$ cat src/rtl/updown_counter_param.sv
// updown_counter_param: cascadable up/down counter with runtime modulus and saturate/wrap mode
//
// Ports:
//   i_clk      sole clock, all state updates on the rising edge
//   i_mr       synchronous reset, active-low (clears Q and OVF)
//   i_load     synchronous parallel load, active-low (loads min(D, MAX))
//   i_en       count enable, active-high
//   i_ci       cascade carry-in, active-high (tie high when standalone)
//   i_updown   direction, 0 = up, 1 = down
//   i_max      runtime modulus limit, count range is 0..MAX
//   i_d        parallel load data
//   i_clr_ovf  synchronous clear of OVF, active-high (loses to a set)
//   o_q        registered count value
//   o_tc       combinational terminal-count indicator
//   o_co       combinational cascade carry-out
//   o_ovf      registered sticky terminal-event flag
module updown_counter_param #(
    parameter int WIDTH = 4,
    parameter int SAT   = 0
) (
    input  logic             i_clk,
    input  logic             i_mr,
    input  logic             i_load,
    input  logic             i_en,
    input  logic             i_ci,
    input  logic             i_updown,
    input  logic [WIDTH-1:0] i_max,
    input  logic [WIDTH-1:0] i_d,
    input  logic             i_clr_ovf,
    output logic [WIDTH-1:0] o_q,
    output logic             o_tc,
    output logic             o_co,
    output logic             o_ovf
);
    localparam bit SAT_EN = (SAT != 0);

    logic [WIDTH-1:0] r_q;
    logic             r_ovf;
    logic             w_cnt;
    logic             w_tc;
    logic [WIDTH-1:0] w_ld;
    logic [WIDTH-1:0] w_up;
    logic [WIDTH-1:0] w_dn;

    // LOAD is active-low, so a pending load masks counting in the same cycle
    assign w_cnt = i_en & i_ci & i_load;
    assign w_tc  = i_updown ? (r_q == '0) : (r_q >= i_max);
    assign w_ld  = (i_d <= i_max) ? i_d : i_max;

    always_comb begin
        w_up = (r_q < i_max) ? r_q + 1'b1 : (SAT_EN ? i_max : '0);
        // A Q stranded above a lowered MAX snaps down to MAX first
        w_dn = (r_q > i_max) ? i_max : (r_q != '0) ? r_q - 1'b1 : (SAT_EN ? '0 : i_max);
    end

    always_ff @(posedge i_clk) begin
        if (!i_mr) begin
            r_q   <= '0;
            r_ovf <= 1'b0;
        end else begin
            if (!i_load)
                r_q <= w_ld;
            else if (w_cnt)
                r_q <= i_updown ? w_dn : w_up;
            // Set wins over clear when both occur on the same edge
            if (w_cnt && w_tc)
                r_ovf <= 1'b1;
            else if (i_clr_ovf)
                r_ovf <= 1'b0;
        end
    end

    assign o_q   = r_q;
    assign o_tc  = w_tc;
    assign o_co  = w_tc & w_cnt;
    assign o_ovf = r_ovf;
endmodule

$ cat config.mk
export PLATFORM = sky130hd
export DESIGN_NAME = updown_counter_param
export DESIGN_NICKNAME = d
export VERILOG_FILES = /design/src/rtl/updown_counter_param.sv
export SDC_FILE = /design/constraint.sdc
export NUM_CORES = 1
export LEC_CHECK = 0
export CAP_MARGIN = 20
export CORE_UTILIZATION = 40
export DETAILED_ROUTE_END_ITERATION = 10
export PLACE_DENSITY = 0.82
export SYNTH_ARGS = -nofsm -noshare
export SYNTH_HDL_FRONTEND = slang
export SYNTH_SLANG_ARGS = --single-unit
export TNS_END_PERCENT = 30
$ cat constraint.sdc
create_clock -name i_clk -period 2.8 [get_ports i_clk]
set_input_delay 0.84 -clock i_clk [delete_from_list [all_inputs] [get_ports i_clk]]
set_output_delay 0.84 -clock i_clk [all_outputs]
set_load 0.02 [all_outputs]
==> impl_summary.txt, run 1 <==
----------------------------------------------------
[Route]
  Detailed-route wire length per cell ... 15.8 um
  Post-route met1 wirelength ... 1.13 mm
  Post-route DRC violation count ... 0
  Remaining antenna violation count ... 0
  Count of vias placed by the detailed router ... 1069
  Total wirelength of the detailed-routed design ... 2.88 mm
  Met2 wirelength from detailed routing ... 1.49 mm
  Via count normalized by instance count ... 5.87
  Max layer used ... met4
  Routed wire length on met3 ... 178 um
  Number of violations reported at the end of detailed-routing iteration 0 ... 48
  Number of search-and-repair iterations in the first detailed-routing pass ... 4

[Clock tree]
  Max Root-Sink Buffers ... 2
  TritonCTS clock tree ... yes
  Number of H-tree branching levels ... 1
  Clock Pin Slew Worst Setup and Hold Paths ... 40 ps
  Total number of clock tree sinks ... 5
  Num CTS Buffers ... 3
  Worst skew pair latency ... 240 ps
  Number of buffers added to fix hold violations after cts ... 0
  CTS root buffer ... clkbuf_4

[Global routing]
  Maximum number of pins on one net before global-route repair ... 8
  Initial antenna violation count ... 0
  Total GRT Usage ... 0.295
  First-pass GRT wire length ... 4.48 mm
  Total gr overflow ... 0
  Via count of the first global-routing pass ... 1005

[Finish]
  Number of filler cells placed in the layout ... 135
  Utilization after layout ... 0.769
  Layout net count ... 183
  Fraction of layout cells with a size suffix above 1 ... 0.376
  Ant. Diodes ... 0
  Syn-to-layout area delta ... 73.2%

[Outcome]
  Violations in the final reports ... setup timing
  Status ... finished, violations left

[Setup path]
  Crit Path Max Fanout ... 4
  Critical Path RT ... 1960 ps
  Critical path type ... input port to output pin
  Crit path arrival time ... 2020 ps
  Critical Path Sink Type ... output pin
  Stage delay of the slowest cell on the critical path ... 250 ps
  FF-to-FF setup slack ... 720 ps
  Worst R2R Start ... o_q[1]$_SDFFE_PN0P_
  Reg2reg path depth ... 9
  CP max-delay cell ... o311ai_4
  CP delay by family, top ... compound AO/OA/AOI/OAI gates
  Critical path startpoint category ... input port
  Critical path cell sequence ... buf_8 -> inv_4 -> ha_4 -> nor2b_4 -> o21bai_4 -> nand2b_4 -> o311ai_4 -> inv_2 -> buf_6
  Reg-to-reg critical path endpoint ... o_q[1]$_SDFFE_PN0P_
  Worst path buffer plus inverter count ... 4

[Flow run]
  Max cap viols ... 0

[Timing]
  Worst slew pin tran ... 377 ps
  Rel. slew slack ... 0.746
  Max-slew violations ... 0
  Achievable frequency ... 0.349 GHz
  Clock Skew ... 2.39 ps
  RSZ-0062 raised after global routing ... true
  Number of setup violations in the final report ... 2
  Final min period ... 2860 ps
  Number of endpoints with negative hold slack in the final report ... 0
  Post-route worst setup slack ... -64.5 ps
  Period Utilization, post-route ... 1.02

[Logic synthesis]
  Yosys top cell by area ... ha_1
  Yosys top cell area share ... 0.156
  Top area cells in the synthesized netlist ... ha_1 (16%), dfxtp_1 (13%), inv_1 (4.2%)
  Post-synthesis register bit count ... 5
  Number of enable flip-flop cells after synthesis ... 0
  Post-synth ARST share ... 0
  Dominant register cell in the synthesized netlist ... dfxtp_1
  Commonest cells in the netlist ... ha_1 (10), inv_1 (9), nor2_1 (7), nand2_1 (6), o21ai_0 (6)
  Syn Area/Cell ... 7.69 um2
  Synthesized cell area ... 800 um2
  Post-Synthesis Net Count ... 129
  Count of unique library cells instantiated by Yosys ... 46
  Top-count cell post-synth ... ha_1
  Yosys Warn Count ... 0
  Share of synthesized area occupied by flip-flops and latches ... 0.125
  Syn Inst Count ... 104

[Min path]
  HP Class ... flop to flop
  Count of cells along the worst hold path ... 2
  Worst Hold End ... o_ovf$_SDFFE_PN0P_
  Hold Startpoint ... o_ovf$_SDFFE_PN0P_

[Power and ir drop]
  Clk pwr share ... 0.162
  Fraction of power consumed by sequential logic ... 0.170
  Power Internal ... 313 uW
  VDD IR-drop max ... 275 uV
  Sw frac ... 0.386
  Power density cells ... 369 nW/um2
  Design Power ... 511 uW
  Switching component of the power ... 197 uW
  Combinational cell fraction of total power ... 0.668
  Leakage Power ... 0.601 nW

[Placed design]
  Buffers on Ports ... 21
  Last weighted congestion value of the routability-driven placer ... 0.915
  Hpwl dp ... 2.13 mm
  Pre-CTS worst setup slack ... -977 ps

[Die]
  Initial standard-cell utilization of the core ... 0.444
  Horizontal die dimension ... 46.7 um
  Std cell rows ... 15
  Die ar. ... 2180 um2
  Die height ... 46.7 um
  Total core area ... 1800 um2
  Number of ports placed on the die boundary ... 22

----------------------------------------------------
sequential cells by signal, summed over array words and instances, names as in the netlist:
name and count:
o_ovf 1, o_q 4
placed cells by master, fill, tap and decap left out, types with 2 or more instances in the layout:
master           instances
nand3_1                  4
ha_4                     3
o21ai_0                  6
and2_1                   2
and3_1                   3
inv_4                    2
nand4_1                  3
nand2_1                  5
clkbuf_4                 3
mux2i_1                  3
xor2_1                   2
buf_6                    3
nor2b_1                  2
a21oi_1                  4
nand2b_1                 2
ha_1                     6
buf_4                   29
nor3_1                   2
inv_1                    5
dfxtp_1                  5
nor2_1                   6
clkdlybuf4s50_1         15
o211ai_1                 3
inv_2                    2
power groups by stage:
stage / Sequential, mW / Combinational, mW / Clock [mW]
3_5_place_dp: 0.0856 / 0.291 / 0
6_report: 0.0866 / 0.341 / 0.0830
3_3_place_gp: 0.0856 / 0.282 / 0
4_1_cts: 0.0861 / 0.323 / 0.0855
2_1_floorplan: 0.0998 / 0.146 / 0
5_1_grt: 0.0871 / 0.363 / 0.0959
worst max path at each step:
| stage | start | cells past startpoint | slack, ps | endpoint |
|---|---|---|---|---|
| after floorplan | i_max[1] | 7 | 20 | o_co |
| after global placement | i_max[3] | 8 | -940 | o_co |
| after detailed placement | i_max[3] | 8 | -980 | o_co |
| after CTS | i_max[1] | 9 | -60 | o_co |
| after global routing | i_max[1] | 9 | -80 | o_co |
| final | i_max[1] | 9 | -60 | o_co |
cell type report:
| cell class | count | area (um2) | share of cell area |
|---|---|---|---|
| clock buffers | 4 | 26.3 | 0.0190 |
| inverters | 9 | 38.8 | 0.0280 |
| multi-input cells | 89 | 757 | 0.547 |
| flip-flops and latches | 5 | 100 | 0.0723 |
| well taps | 25 | 31.3 | 0.0226 |
| repair buffers | 50 | 432 | 0.312 |
worst register-to-register path, stage by stage, from the launching register on:
cell and delay [ps]:
dfxtp_1 360, ha_4 290, nor2b_4 170, o21bai_4 100
buf_4 140, buf_4 120, buf_4 140, a21oi_2 250
mux2i_1 210, o311ai_0 160
through the flow:
stage          instances  instance area, um2  hold slack [ps]  TNS (ps)
2_1_floorplan        104                 830              547         0
3_3_place_gp         173                1250              460     -2800
3_5_place_dp         173                1250              468     -2970
4_1_cts              180                1360              473     -62.3
5_1_grt              182                1390              497      -132
6_report             182                1390              470     -90.5
routing by layer:
metal,vias to the layer above,track usage
li1,500,-
met3,8,0.0745
met2,66,0.547
met4,0,0.0800
met1,495,0.329
met5,-,0
cells by family after synthesis:
logic type / after synthesis / share of synthesized area
flip-flops: 5 / 0.125
buffers and inverters: 10 / 0.0469
AO/OA/AOI/OAI: 31 / 0.302
XOR/XNOR: 3 / 0.0329
adder cells (fa/ha/maj): 10 / 0.156
multiplexers: 3 / 0.0376
AND/OR/NAND/NOR: 42 / 0.299
what timing repair did:
action	CTS	global route
buffers inserted	3	2
pin swaps	8	3
endpoints found under the setup margin	5	2
resized for setup	41	2
Note: power is estimated with default switching activity, not from simulation.
==> inputs of run 2 (changes only) <==
Settings changed: PLACE_DENSITY 0.82 to 0.77.
==> impl_summary.txt, run 2 (synthesis gave the netlist of run 1 again) <==
----------------------------------------------------
[Outcome]
  Status ... finished, violations left
  Violations in the final reports ... setup timing

[Timing]
  Post-route worst setup slack ... -31.0 ps
  Period Utilization, post-route ... 1.01
  Worst slew pin tran ... 297 ps
  Final min period ... 2830 ps
  Clock Skew ... 2.78 ps
  Number of setup violations in the final report ... 2
  Number of endpoints with negative hold slack in the final report ... 0
  Max-slew violations ... 0
  Achievable frequency ... 0.353 GHz
  Sum of negative setup slack ... -55.5 ps
  RSZ-0062 raised after global routing ... true
  Rel. slew slack ... 0.802

[Clock tree]
  TritonCTS clock tree ... yes
  Clock Pin Slew Worst Setup and Hold Paths ... 50 ps
  Number of H-tree branching levels ... 1
  Number of buffers added to fix hold violations after cts ... 0
  Num CTS Buffers ... 3
  Total number of clock tree sinks ... 5
  CTS root buffer ... clkbuf_4
  Worst skew pair latency ... 250 ps
  Max Root-Sink Buffers ... 2

[Global routing]
  Via count of the first global-routing pass ... 1054
  Maximum number of pins on one net before global-route repair ... 8
  Total gr overflow ... 0
  Total GRT Usage ... 0.308
  First-pass GRT wire length ... 4.55 mm
  Initial antenna violation count ... 0

[Setup path]
  Worst setup path startpoint ... i_max[2]
  Crit path arrival time ... 1990 ps
  Crit Path Max Fanout ... 4
  Reg2reg path depth ... 9
  Critical Path Sink Type ... output pin
  FF-to-FF setup slack ... 880 ps
  CP max-delay cell ... o311ai_4
  Reg-to-reg critical path endpoint ... o_q[0]$_SDFFE_PN0P_
  Critical path startpoint category ... input port
  Critical Path RT ... 1960 ps
  Stage delay of the slowest cell on the critical path ... 250 ps
  Most common cell type on the critical path ... inv_2
  Critical path cell sequence ... buf_2 -> inv_2 -> ha_4 -> nand2_2 -> o21bai_4 -> nand2b_4 -> o311ai_4 -> inv_2 -> buf_6
  Worst R2R Start ... o_q[3]$_SDFFE_PN0P_
  Critical path type ... input port to output pin
  Endpoint of the worst setup timing path ... o_co

[Power and ir drop]
  VDD IR-drop max ... 258 uV
  Design Power ... 522 uW
  Leakage Power ... 0.630 nW
  Power density cells ... 367 nW/um2

[Route]
  Number of search-and-repair iterations in the first detailed-routing pass ... 4
  Remaining antenna violation count ... 0
  Count of vias placed by the detailed router ... 1075
  Number of violations reported at the end of detailed-routing iteration 0 ... 44
  Post-route DRC violation count ... 0
  Detailed-route wire length per cell ... 15.6 um
  Total wirelength of the detailed-routed design ... 2.95 mm
  Via count normalized by instance count ... 5.69

[Die]
  Std cell rows ... 15
  Initial standard-cell utilization of the core ... 0.444
  Total core area ... 1800 um2
  Die height ... 46.7 um
  Die ar. ... 2180 um2
  Number of ports placed on the die boundary ... 22
  Horizontal die dimension ... 46.7 um

[Placed design]
  Last weighted congestion value of the routability-driven placer ... 0.925
  Hpwl dp ... 2.14 mm
  Buffers on Ports ... 21
  Dpl cell area ... 1260 um2

[Finish]
  Layout net count ... 190
  Number of flip-flops under the largest register name ... 4
  Most used cells in the layout excluding fill and tap cells ... buf_4 (36), clkdlybuf4s50_1 (15), o21ai_0 (6), nor2_1 (6), ha_1 (6)
  Ant. Diodes ... 0
  Syn-to-layout area delta ... 78.1%
  Commonest non-fill, non-tap cell in the layout ... buf_4
  Finished layout cell area ... 1420 um2
  Fraction of layout cells with a size suffix above 1 ... 0.402

[Flow run]
  Max cap viols ... 0

[Min path]
  HP Class ... flop to flop

----------------------------------------------------
[run 2: routing by layer]
layer / GRT usage / share of wire / vias up
li1: - / - / 514
met1: 0.334 / 0.39 / 499
met2: 0.572 / 0.51 / 53
met3: 0.0431 / 0.066 / 9
met4: 0.154 / 0.026 / 0
met5: 0 / 0 / -
[run 2: what timing repair did]
item                       4_1_cts  5_1_grt
setup buffers                    6        4
pin swaps                        7        3
gates cloned                     0        0
setup endpoints to repair        2        2
resized for setup               37        3
[run 2: worst min-delay path by stage]
stage / startpoint / to / slack (ps) / cells after the start
floorplan: o_ovf$_SDFFE_PN0P_ / o_ovf$_SDFFE_PN0P_ / 550 / 2
global placement: o_ovf$_SDFFE_PN0P_ / o_ovf$_SDFFE_PN0P_ / 470 / 2
detailed placement: o_ovf$_SDFFE_PN0P_ / o_ovf$_SDFFE_PN0P_ / 520 / 2
CTS: o_ovf$_SDFFE_PN0P_ / o_ovf$_SDFFE_PN0P_ / 530 / 2
global route: o_ovf$_SDFFE_PN0P_ / o_ovf$_SDFFE_PN0P_ / 550 / 2
finish: o_ovf$_SDFFE_PN0P_ / o_ovf$_SDFFE_PN0P_ / 520 / 2
[run 2: report_power, final]
group	total, mW	leakage (nW)	switching, mW	internal, mW
registers	0.0859	0.0412	0.00730	0.0785
clock network	0.0918	0.0150	0.0374	0.0544
logic	0.344	0.573	0.158	0.187
[run 2: per-stage QoR]
step | hold WS [ps] | instances | util | worst slack, ps
2_1_floorplan | 547 | 104 | - | 18.6
3_3_place_gp | 473 | 175 | 0.701 | -930
3_5_place_dp | 521 | 175 | 0.701 | -969
4_1_cts | 528 | 185 | 0.767 | -70.8
5_1_grt | 548 | 189 | 0.790 | -81.5
6_report | 518 | 189 | 0.790 | -31.0
[run 2: layout make-up]
cell class	instances	area, um2
clock buffers	4	26.3
fillers	133	378
inverters	9	41.3
multi-input cells	89	747
flip-flops and latches	5	100
well taps	25	31.3
repair buffers	57	478
[run 2: critical path: cells and delay by family]
family	cells	cell delay [ps]
compound gates	2	390
fa+ha+maj	1	200
buf+inv	4	370
simple gates	2	180
==> inputs of run 3 (changes only) <==
Settings changed: CELL_PAD_IN_SITES_DETAIL_PLACEMENT set to 0, CELL_PAD_IN_SITES_GLOBAL_PLACEMENT set to 1, CORE_UTILIZATION 40 to 30, PLACE_DENSITY 0.77 to 0.8.
==> impl_summary.txt, run 3 (synthesis gave the netlist of run 1 again) <==
----------------------------------------------------
[Timing]
  Number of setup violations in the final report ... 2
  Number of endpoints with negative hold slack in the final report ... 0
  Achievable frequency ... 0.355 GHz
  Worst slew pin tran ... 276 ps
  Period Utilization, post-route ... 1.00
  Final min period ... 2810 ps
  RSZ-0062 raised after global routing ... true
  Sum of negative setup slack ... -26.3 ps
  Clock Skew ... 4.41 ps
  Post-route worst setup slack ... -13.3 ps
  Rel. slew slack ... 0.813
  Max-slew violations ... 0

[Die]
  Horizontal die dimension ... 53.6 um
  Std cell rows ... 18
  Initial standard-cell utilization of the core ... 0.320
  Die ar. ... 2880 um2
  Number of ports placed on the die boundary ... 22
  Total core area ... 2500 um2
  Die height ... 53.6 um

[Clock tree]
  Number of buffers added to fix hold violations after cts ... 0
  Clock Pin Slew Worst Setup and Hold Paths ... 40 ps
  CTS root buffer ... clkbuf_4
  Num CTS Buffers ... 3
  Number of H-tree branching levels ... 1
  Worst skew pair latency ... 250 ps
  Max Root-Sink Buffers ... 2
  Total number of clock tree sinks ... 5
  TritonCTS clock tree ... yes

[Route]
  Remaining antenna violation count ... 0
  Number of search-and-repair iterations in the first detailed-routing pass ... 4
  Count of vias placed by the detailed router ... 1019
  Detailed-route wire length per cell ... 15.0 um
  Via count normalized by instance count ... 5.39
  Total wirelength of the detailed-routed design ... 2.84 mm
  Number of violations reported at the end of detailed-routing iteration 0 ... 36
  Post-route DRC violation count ... 0

[Global routing]
  First-pass GRT wire length ... 4.70 mm
  Global-route track usage on met1 ... 0.253
  Total gr overflow ... 0
  Via count of the first global-routing pass ... 1052
  Met3 demand-to-capacity share in global routing ... 0.0169
  Met2 GRT Util ... 0.442
  Maximum number of pins on one net before global-route repair ... 8
  Global-route layer with the greatest usage ... met2
  Initial antenna violation count ... 0
  Total GRT Usage ... 0.232

[Setup path]
  CP max-delay cell ... o311ai_4
  Crit Path Max Fanout ... 3
  Critical path type ... input port to output pin
  Critical path startpoint category ... input port
  Critical path cell sequence ... buf_6 -> inv_2 -> ha_4 -> a21o_1 -> nand2b_4 -> o311ai_4 -> inv_2 -> buf_6
  Critical Path RT ... 1960 ps
  Critical Path Sink Type ... output pin
  Crit path arrival time ... 1970 ps
  Stage delay of the slowest cell on the critical path ... 240 ps

[Flow run]
  Max cap viols ... 0

[Placed design]
  Hpwl dp ... 2.25 mm
  Pre-CTS worst setup slack ... -938 ps
  Last weighted congestion value of the routability-driven placer ... 0.911
  Buffers on Ports ... 21
  Dpl cell area ... 1280 um2

[Finish]
  Number of flip-flops under the largest register name ... 4
  Commonest non-fill, non-tap cell in the layout ... buf_4
  Layout net count ... 185
  Utilization after layout ... 0.561
  Flip-flop and latch area ... 100 um2
  Finished layout cell area ... 1400 um2
  Most used cells in the layout excluding fill and tap cells ... buf_4 (31), clkdlybuf4s50_1 (15), o21ai_0 (6), nor2_1 (6), ha_1 (6)
  Ant. Diodes ... 0
  Area of the multi-input gates ... 757 um2
  Fraction of layout cells with a size suffix above 1 ... 0.390
  Syn-to-layout area delta ... 75.3%
  Number of filler cells placed in the layout ... 232

[Outcome]
  Violations in the final reports ... setup timing
  Status ... finished, violations left

[Power and ir drop]
  Leakage Power ... 0.610 nW
  Design Power ... 502 uW
  Power density cells ... 359 nW/um2
  VDD IR-drop max ... 205 uV

[Min path]
  HP Class ... flop to flop

----------------------------------------------------
## run 3: routing by layer
metal  vias up  part of all wire  wire [um]
li1        505                 -          -
met1       471              0.42       1180
met2        37              0.52       1470
met4         0             0.020         57
met5         -                 0          0
met3         6             0.046        130
## run 3: metrics by stage
step / std cells / hold WS, ps
global placement: 182 / 463
CTS: 189 / 481
floorplan: 104 / 547
global route: 189 / 502
detailed placement: 182 / 475
finish: 189 / 475
## run 3: layout make-up
cell class	instances	area share
Multi-Input combinational cell	89	0.540
Tap cell	30	0.0268
Timing Repair Buffer	52	0.315
Inverter	9	0.0277
Clock buffer	4	0.0188
Sequential cell	5	0.0714
## run 3: power by group
group / leakage (nW) / internal [mW] / switching (mW)
sequential: 0.0412 / 0.0786 / 0.00727
clock: 0.0150 / 0.0541 / 0.0331
combinational: 0.553 / 0.175 / 0.154
total: 0.610 / 0.308 / 0.195
## run 3: worst paths after layout
check             slack [ps]                start                  end  depth (start not counted)
hold / removal           480   o_ovf$_SDFFE_PN0P_   o_ovf$_SDFFE_PN0P_                          2
setup reg to reg         990  o_q[3]$_SDFFE_PN0P_  o_q[1]$_SDFFE_PN0P_                          8
setup / recovery         -10             i_max[3]                 o_co                          8
hold reg to reg          480   o_ovf$_SDFFE_PN0P_   o_ovf$_SDFFE_PN0P_                          2
## run 3: worst max-delay path, delay by kind of cell
family | cells | cell delay (ps)
adders and majority gates | 1 | 210
and+or+nand+nor | 1 | 160
AOI/OAI and AO/OA | 2 | 410
buffers and inverters | 4 | 340
## run 3: what timing repair did
item,4_1_cts,5_1_grt
pin swaps,7,1
resized for setup,39,3
setup endpoints to repair,4,2
setup buffers,3,0
